`config.mk`:
```
export PLATFORM = sky130hd
export DESIGN_NAME = io_port_peripheral
export DESIGN_NICKNAME = d
export VERILOG_FILES = /design/src/rtl/io_port_peripheral.sv
export SDC_FILE = /design/constraint.sdc
export NUM_CORES = 1
export LEC_CHECK = 0
export BUFFER_PORTS_ARGS = -buffer_cell sky130_fd_sc_hd__buf_2
export CORE_MARGIN = 10
export CORE_UTILIZATION = 30
export DETAILED_ROUTE_END_ITERATION = 12
export GPL_TIMING_DRIVEN = 0
export PLACE_DENSITY = 0.55
export SYNTH_ARGS = -nofsm -noshare
export SYNTH_HDL_FRONTEND = slang
export SYNTH_SLANG_ARGS = --single-unit
```
`constraint.sdc`:
```
create_clock -name clk -period 3.85 [get_ports clk]
set_input_delay 0.385 -clock clk [delete_from_list [all_inputs] [get_ports clk]]
set_output_delay 0.385 -clock clk [all_outputs]
set_load 0.05 [all_outputs]
```
`src/rtl/io_port_peripheral.sv`:
```
// Host <-> processor I/O port: an input FIFO, an output FIFO with a drop counter,
// and a one-cycle interrupt pulser with holdoff and a one-deep pending request.
module io_port_peripheral #(
    parameter int DEPTH       = 4,
    parameter int IRQ_HOLDOFF = 4
) (
    input  logic        clk,
    input  logic        rst,
    input  logic        host_in_valid,
    input  logic [15:0] host_in_data,
    output logic        host_in_ready,
    output logic [15:0] input_port,
    output logic        in_avail,
    input  logic        cpu_in_ack,
    input  logic [15:0] out_port,
    input  logic        cpu_out_valid,
    output logic        host_out_valid,
    output logic [15:0] host_out_data,
    input  logic        host_out_ready,
    output logic [7:0]  out_drop_cnt,
    input  logic        irq_req,
    output logic        interrupt_signal,
    output logic        irq_busy
);
    localparam int AW = $clog2(DEPTH);
    localparam int CW = AW + 1;
    localparam int HW = (IRQ_HOLDOFF > 1) ? $clog2(IRQ_HOLDOFF) : 1;

    typedef enum logic [1:0] {IDLE, ASSERT, HOLDOFF} irq_state_e;

    logic [15:0]   in_mem_q [DEPTH];
    logic [AW-1:0] in_wr_ptr_q, in_wr_ptr_d, in_rd_ptr_q, in_rd_ptr_d;
    logic [CW-1:0] in_cnt_q, in_cnt_d;
    logic          in_empty, in_full, in_push, in_pop;

    logic [15:0]   out_mem_q [DEPTH];
    logic [AW-1:0] out_wr_ptr_q, out_wr_ptr_d, out_rd_ptr_q, out_rd_ptr_d;
    logic [CW-1:0] out_cnt_q, out_cnt_d;
    logic [7:0]    drop_cnt_q, drop_cnt_d;
    logic          out_empty, out_full, out_push, out_pop, out_drop;

    irq_state_e    state_q, state_d;
    logic [HW-1:0] hold_cnt_q, hold_cnt_d;
    logic          irq_pending_q, irq_pending_d;
    logic          irq_pulse_q, irq_pulse_d;

    // NOTE: every signal assigned in an always_comb gets a default first, so no path can infer a latch.
    always_comb begin
        in_empty    = (in_cnt_q == '0);
        in_full     = (in_cnt_q == CW'(DEPTH));
        in_push     = host_in_valid && !in_full;
        in_pop      = cpu_in_ack && !in_empty;
        in_wr_ptr_d = in_push ? in_wr_ptr_q + AW'(1) : in_wr_ptr_q;
        in_rd_ptr_d = in_pop  ? in_rd_ptr_q + AW'(1) : in_rd_ptr_q;
        in_cnt_d    = in_cnt_q;
        if (in_push && !in_pop)      in_cnt_d = in_cnt_q + CW'(1);
        else if (in_pop && !in_push) in_cnt_d = in_cnt_q - CW'(1);
    end

    // A full output FIFO still accepts a word when the host frees a slot in the same cycle.
    always_comb begin
        out_empty    = (out_cnt_q == '0);
        out_full     = (out_cnt_q == CW'(DEPTH));
        out_pop      = host_out_ready && !out_empty;
        out_push     = cpu_out_valid && (!out_full || out_pop);
        out_drop     = cpu_out_valid && out_full && !out_pop;
        out_wr_ptr_d = out_push ? out_wr_ptr_q + AW'(1) : out_wr_ptr_q;
        out_rd_ptr_d = out_pop  ? out_rd_ptr_q + AW'(1) : out_rd_ptr_q;
        out_cnt_d    = out_cnt_q;
        if (out_push && !out_pop)      out_cnt_d = out_cnt_q + CW'(1);
        else if (out_pop && !out_push) out_cnt_d = out_cnt_q - CW'(1);
        drop_cnt_d   = (out_drop && drop_cnt_q != 8'hFF) ? drop_cnt_q + 8'd1 : drop_cnt_q;
    end

    always_comb begin
        state_d       = state_q;
        hold_cnt_d    = hold_cnt_q;
        irq_pending_d = irq_pending_q;
        unique case (state_q)
            IDLE: begin
                if (irq_req || irq_pending_q) begin
                    state_d       = ASSERT;
                    irq_pending_d = 1'b0;
                end
            end
            ASSERT: begin
                state_d    = HOLDOFF;
                hold_cnt_d = HW'(IRQ_HOLDOFF - 1);
                if (irq_req) irq_pending_d = 1'b1;
            end
            HOLDOFF: begin
                if (irq_req) irq_pending_d = 1'b1;
                if (hold_cnt_q == '0) state_d = IDLE;
                else                  hold_cnt_d = hold_cnt_q - HW'(1);
            end
            default: state_d = IDLE;
        endcase
        irq_pulse_d = (state_d == ASSERT);
    end

    // NOTE: sequential state uses non-blocking assignments so every flop samples pre-edge values.
    always_ff @(posedge clk or negedge rst) begin
        if (!rst) begin
            in_wr_ptr_q   <= '0;
            in_rd_ptr_q   <= '0;
            in_cnt_q      <= '0;
            out_wr_ptr_q  <= '0;
            out_rd_ptr_q  <= '0;
            out_cnt_q     <= '0;
            drop_cnt_q    <= '0;
            state_q       <= IDLE;
            hold_cnt_q    <= '0;
            irq_pending_q <= 1'b0;
            irq_pulse_q   <= 1'b0;
        end else begin
            in_wr_ptr_q   <= in_wr_ptr_d;
            in_rd_ptr_q   <= in_rd_ptr_d;
            in_cnt_q      <= in_cnt_d;
            out_wr_ptr_q  <= out_wr_ptr_d;
            out_rd_ptr_q  <= out_rd_ptr_d;
            out_cnt_q     <= out_cnt_d;
            drop_cnt_q    <= drop_cnt_d;
            state_q       <= state_d;
            hold_cnt_q    <= hold_cnt_d;
            irq_pending_q <= irq_pending_d;
            irq_pulse_q   <= irq_pulse_d;
        end
    end

    // NOTE: storage arrays are not reset; the occupancy counters and empty masking hide stale contents.
    always_ff @(posedge clk) begin
        if (in_push)  in_mem_q[in_wr_ptr_q]   <= host_in_data;
        if (out_push) out_mem_q[out_wr_ptr_q] <= out_port;
    end

    assign host_in_ready    = !in_full;
    assign in_avail         = !in_empty;
    assign input_port       = in_empty ? 16'h0000 : in_mem_q[in_rd_ptr_q];
    assign host_out_valid   = !out_empty;
    assign host_out_data    = out_empty ? 16'h0000 : out_mem_q[out_rd_ptr_q];
    assign out_drop_cnt     = drop_cnt_q;
    assign interrupt_signal = irq_pulse_q;
    assign irq_busy         = (state_q != IDLE);

endmodule

```
==> summary.md <==
| Metric | Value |
|---|---|
| Max_slew headroom | `40.5%` |
| IO Count | `84` |
| Clock latency on the worst-skew pair | `0.42 ns` |
| WL/cell | `16.7 µm` |
| Maximum buffer depth of the clock tree | `2` |
| Vias per cell | `4.46` |
| Ant diodes | `0` |
| CTS root buf | `clkbuf_16` |
| Placed Instance Area | `7130 µm²` |
| Final setup fails | `0` |
| Largest net degree at the start of global routing | `29` |
| P_leak | `2.85 nW` |
| Final Hold Fails | `2` |
| GPL Wtd Cong | `0.736` |
| Clock transition at path regs | `0.06 ns` |
| Crit path DAT | `2.30 ns` |
| Total gr overflow | `0` |
| First-pass GRT wire length | `19600 µm` |
| Final instance area | `7690 µm²` |
| # Post-CTS Setup Buffers | `0` |
| PortBufs | `83` |
| GRT Overall Usage | `9.10%` |
| Mapped Nets | `401` |
| Failing checks | `negative hold slack` |
| Cells after Synth | `344` |
| HPWL Detailed | `8190 µm` |
| Routed vias | `3272` |
| Final min period | `2.68 ns` |
| Seq pwr share | `34.8%` |
| Cells after DPL | `702` |
| Startpoint types | `flip-flop` |
| Pint | `4.10 mW` |
| Fill count | `1983` |
| Max-cap violations | `0` |
| Fmax | `373 MHz` |
| Psw | `2.80 mW` |
| FF+latch count, synth | `156` |
| TNS Setup | `0 ns` |
| DRT antenna net count | `0` |
| Finished Layout Cells | `734` |
| Final Skew | `0.0114 ns` |
| Netlist Area Pre-Place | `6370 µm²` |
| Final Slew Violations | `0` |
| Hold buffers post-CTS | `0` |
| DR iter-0 viols | `131` |
| Die Area | `27500 µm²` |
| Initial Util | `30.4%` |
| Clock Sink Count | `156` |
| Count of different cell masters after synthesis | `36` |
| Finished Core Util | `36.7%` |
| CTS tree | `yes` |
| Measured slew at the worst slew-check pin | `0.893 ns` |
| Hold WS | `-0.00131 ns` |
| Outcome | `finished, violations left` |
| Total power | `6.90 mW` |
| Crit Path Category | `flip-flop to output pin` |
| Critical Path RT | `3.46 ns` |
| Die width | `166 µm` |
| Cts repair resizes | `0` |
| CORE AREA | `21000 µm²` |
| Crit share post-route | `69.6%` |
| Area Growth Syn to Fin | `20.8%` |
| Max VDD drop | `0.000347 V` |
| Share of cells above drive strength 1 | `35.3%` |
| Worst Hold Class | `input pin to asynchronous set/reset pin` |
| H-tree levels | `4` |
| Vias in the first global route | `3583` |
| Fin nets | `503` |
| DR WL met2 | `6460 µm` |
| Total CTS buffers | `17` |
| Met1 wire length | `5190 µm` |
| Worst Path Max Fanout | `10` |
| Setup WS post-layout | `1.17 ns` |
| Comb pwr share | `42.0%` |
| DP Worst Slack | `1.38 ns` |
| Chip height | `166 µm` |
| PD cells | `897 nW/µm²` |
| Clock share of power | `23.2%` |
| Syn Area/Cell | `18.5 µm²` |
| Total wire length | `12300 µm` |
| First-pass iteration count of the detailed router | `4` |
| Seq/Total Area, Yosys | `71.3%` |
| Top routing layer in use | `met4` |
| Floorplan row count | `53` |
| RSZ-0062 raised after global routing | `false` |
| DRC | `0` |
| Length of routed met3 wiring | `478 µm` |
| Worst setup EP type | `output pin` |
| Initial antenna violation count | `0` |
| Sw Share | `40.6%` |
| Synth warnings | `0` |
[metal layers]
metal  vias up  global-route usage [%]
met4         0                    3.74
met2        74                    15.8
met1      1676                    10.1
met3         9                    2.86
met5         -                       0
li1       1513                       -
[kinds of logic (layout without fill, tap and decap cells)]
family,after synthesis,in the layout,share of synthesized area [%]
compound gates,12,12,1.20
xor+xnor,15,15,2.06
fa+ha+maj,18,18,3.77
buf+inv,27,142,1.79
flops,156,156,71.3
mux,41,41,12.9
simple gates,75,75,6.95
[cells in the final DEF, fill, tap and decap left out, types with 3 or more instances in the layout]
cell type / Yosys / final
dfrtp_1: 28 / 28
edfxtp_1: 128 / 128
clkbuf_1: 6 / 6
ha_1: 16 / 16
and2_1: 36 / 36
nand2_1: 9 / 9
xnor2_1: 10 / 10
a21oi_1: 4 / 4
inv_1: 14 / 14
o21ai_0: 4 / 4
xor2_1: 5 / 5
inv_8: 0 / 3
clkinv_1: 0 / 3
nor2_1: 7 / 7
and3_1: 4 / 4
mux4_2: 32 / 32
nand3_1: 6 / 6
inv_6: 0 / 3
buf_2: 4 / 87
mux2_2: 8 / 8
clkbuf_16: 0 / 17
[synthesized netlist by cell type]
library cell	number	area share, %
o21ai_0	4	0.31
and2b_2	1	0.14
nand3_1	6	0.47
buf_1	1	0.059
ha_1	16	3.1
and2_0	1	0.098
o22a_1	1	0.14
edfxtp_1	128	60
nor2_1	7	0.41
mux4_2	32	11
nor4_1	2	0.20
and3_1	4	0.39
a21o_1	1	0.12
or3_2	1	0.12
inv_1	14	0.82
nand4_1	1	0.098
nor4b_4	1	0.37
nand2b_1	1	0.098
nor3_1	1	0.078
o211ai_2	1	0.20
o211ai_1	1	0.12
nand3b_1	1	0.12
nor2b_1	2	0.20
or3_1	1	0.098
nand2_1	9	0.53
buf_2	4	0.31
dfrtp_1	28	11
xor2_1	5	0.69
and2_1	36	3.5
fa_1	2	0.63
mux2_2	8	1.4
mux2i_1	1	0.16
xnor2_1	10	1.4
clkbuf_1	6	0.35
a21oi_1	4	0.31
buf_4	2	0.24
[sequential cells by signal, summed over array words and instances, names as in the netlist, 2 cells and up]
| register | count |
|---|---|
| state_q | 2 |
| out_cnt_q | 3 |
| in_cnt_q | 3 |
| in_rd_ptr_q | 2 |
| out_drop_cnt | 8 |
| hold_cnt_q | 2 |
| out_wr_ptr_q | 2 |
| in_wr_ptr_q | 2 |
| out_rd_ptr_q | 2 |
| in_mem_q | 64 |
| out_mem_q | 64 |
[final cells by class]
class,instances,area [µm²],area share (%)
plain buffers,13,61.3,0.797
repair buffers,83,415,5.40
clock buffers,17,425,5.53
clock inverters,15,139,1.81
well taps,275,344,4.47
flip-flops and latches,156,4540,59.1
multi-input cells,161,1710,22.2
inverters,14,52.6,0.683
[power groups by stage]
stage / registers [mW] / logic (mW) / clock network [mW]
3_5_place_dp: 2.44 / 2.96 / 0
4_1_cts: 2.41 / 2.97 / 1.64
6_report: 2.40 / 2.89 / 1.60
5_1_grt: 2.45 / 3.13 / 1.71
3_3_place_gp: 2.41 / 2.93 / 0
2_1_floorplan: 2.45 / 2.23 / 0
[final timing paths]
kind	startpoint	slack (ns)	cells past startpoint	end
min in group clk	out_port[5]	0.18	1	out_mem_q[3][5]$_DFFE_PP_
min reg2reg	hold_cnt_q[0]$_DFFE_PN0P_	0.48	1	hold_cnt_q[0]$_DFFE_PN0P_
max	out_rd_ptr_q[1]$_DFFE_PN0N_	1.17	5	host_out_data[7]
max in group asynchronous	rst	3.41	1	out_rd_ptr_q[0]$_DFFE_PN0N_
max reg2reg	out_cnt_q[1]$_DFFE_PN0P_	1.39	7	out_cnt_q[1]$_DFFE_PN0P_
min	rst	-0.001	1	state_q[0]$_DFF_PN0_
[worst max-delay path, cell delays in order, from the launching register on]
cell and delay, ns:
dfrtp_1 0.32, buf_2 0.22, buf_1 0.55, mux4_2 0.39, and2_1 0.18, buf_2 0.21
Note: power is estimated with default switching activity, not from simulation.
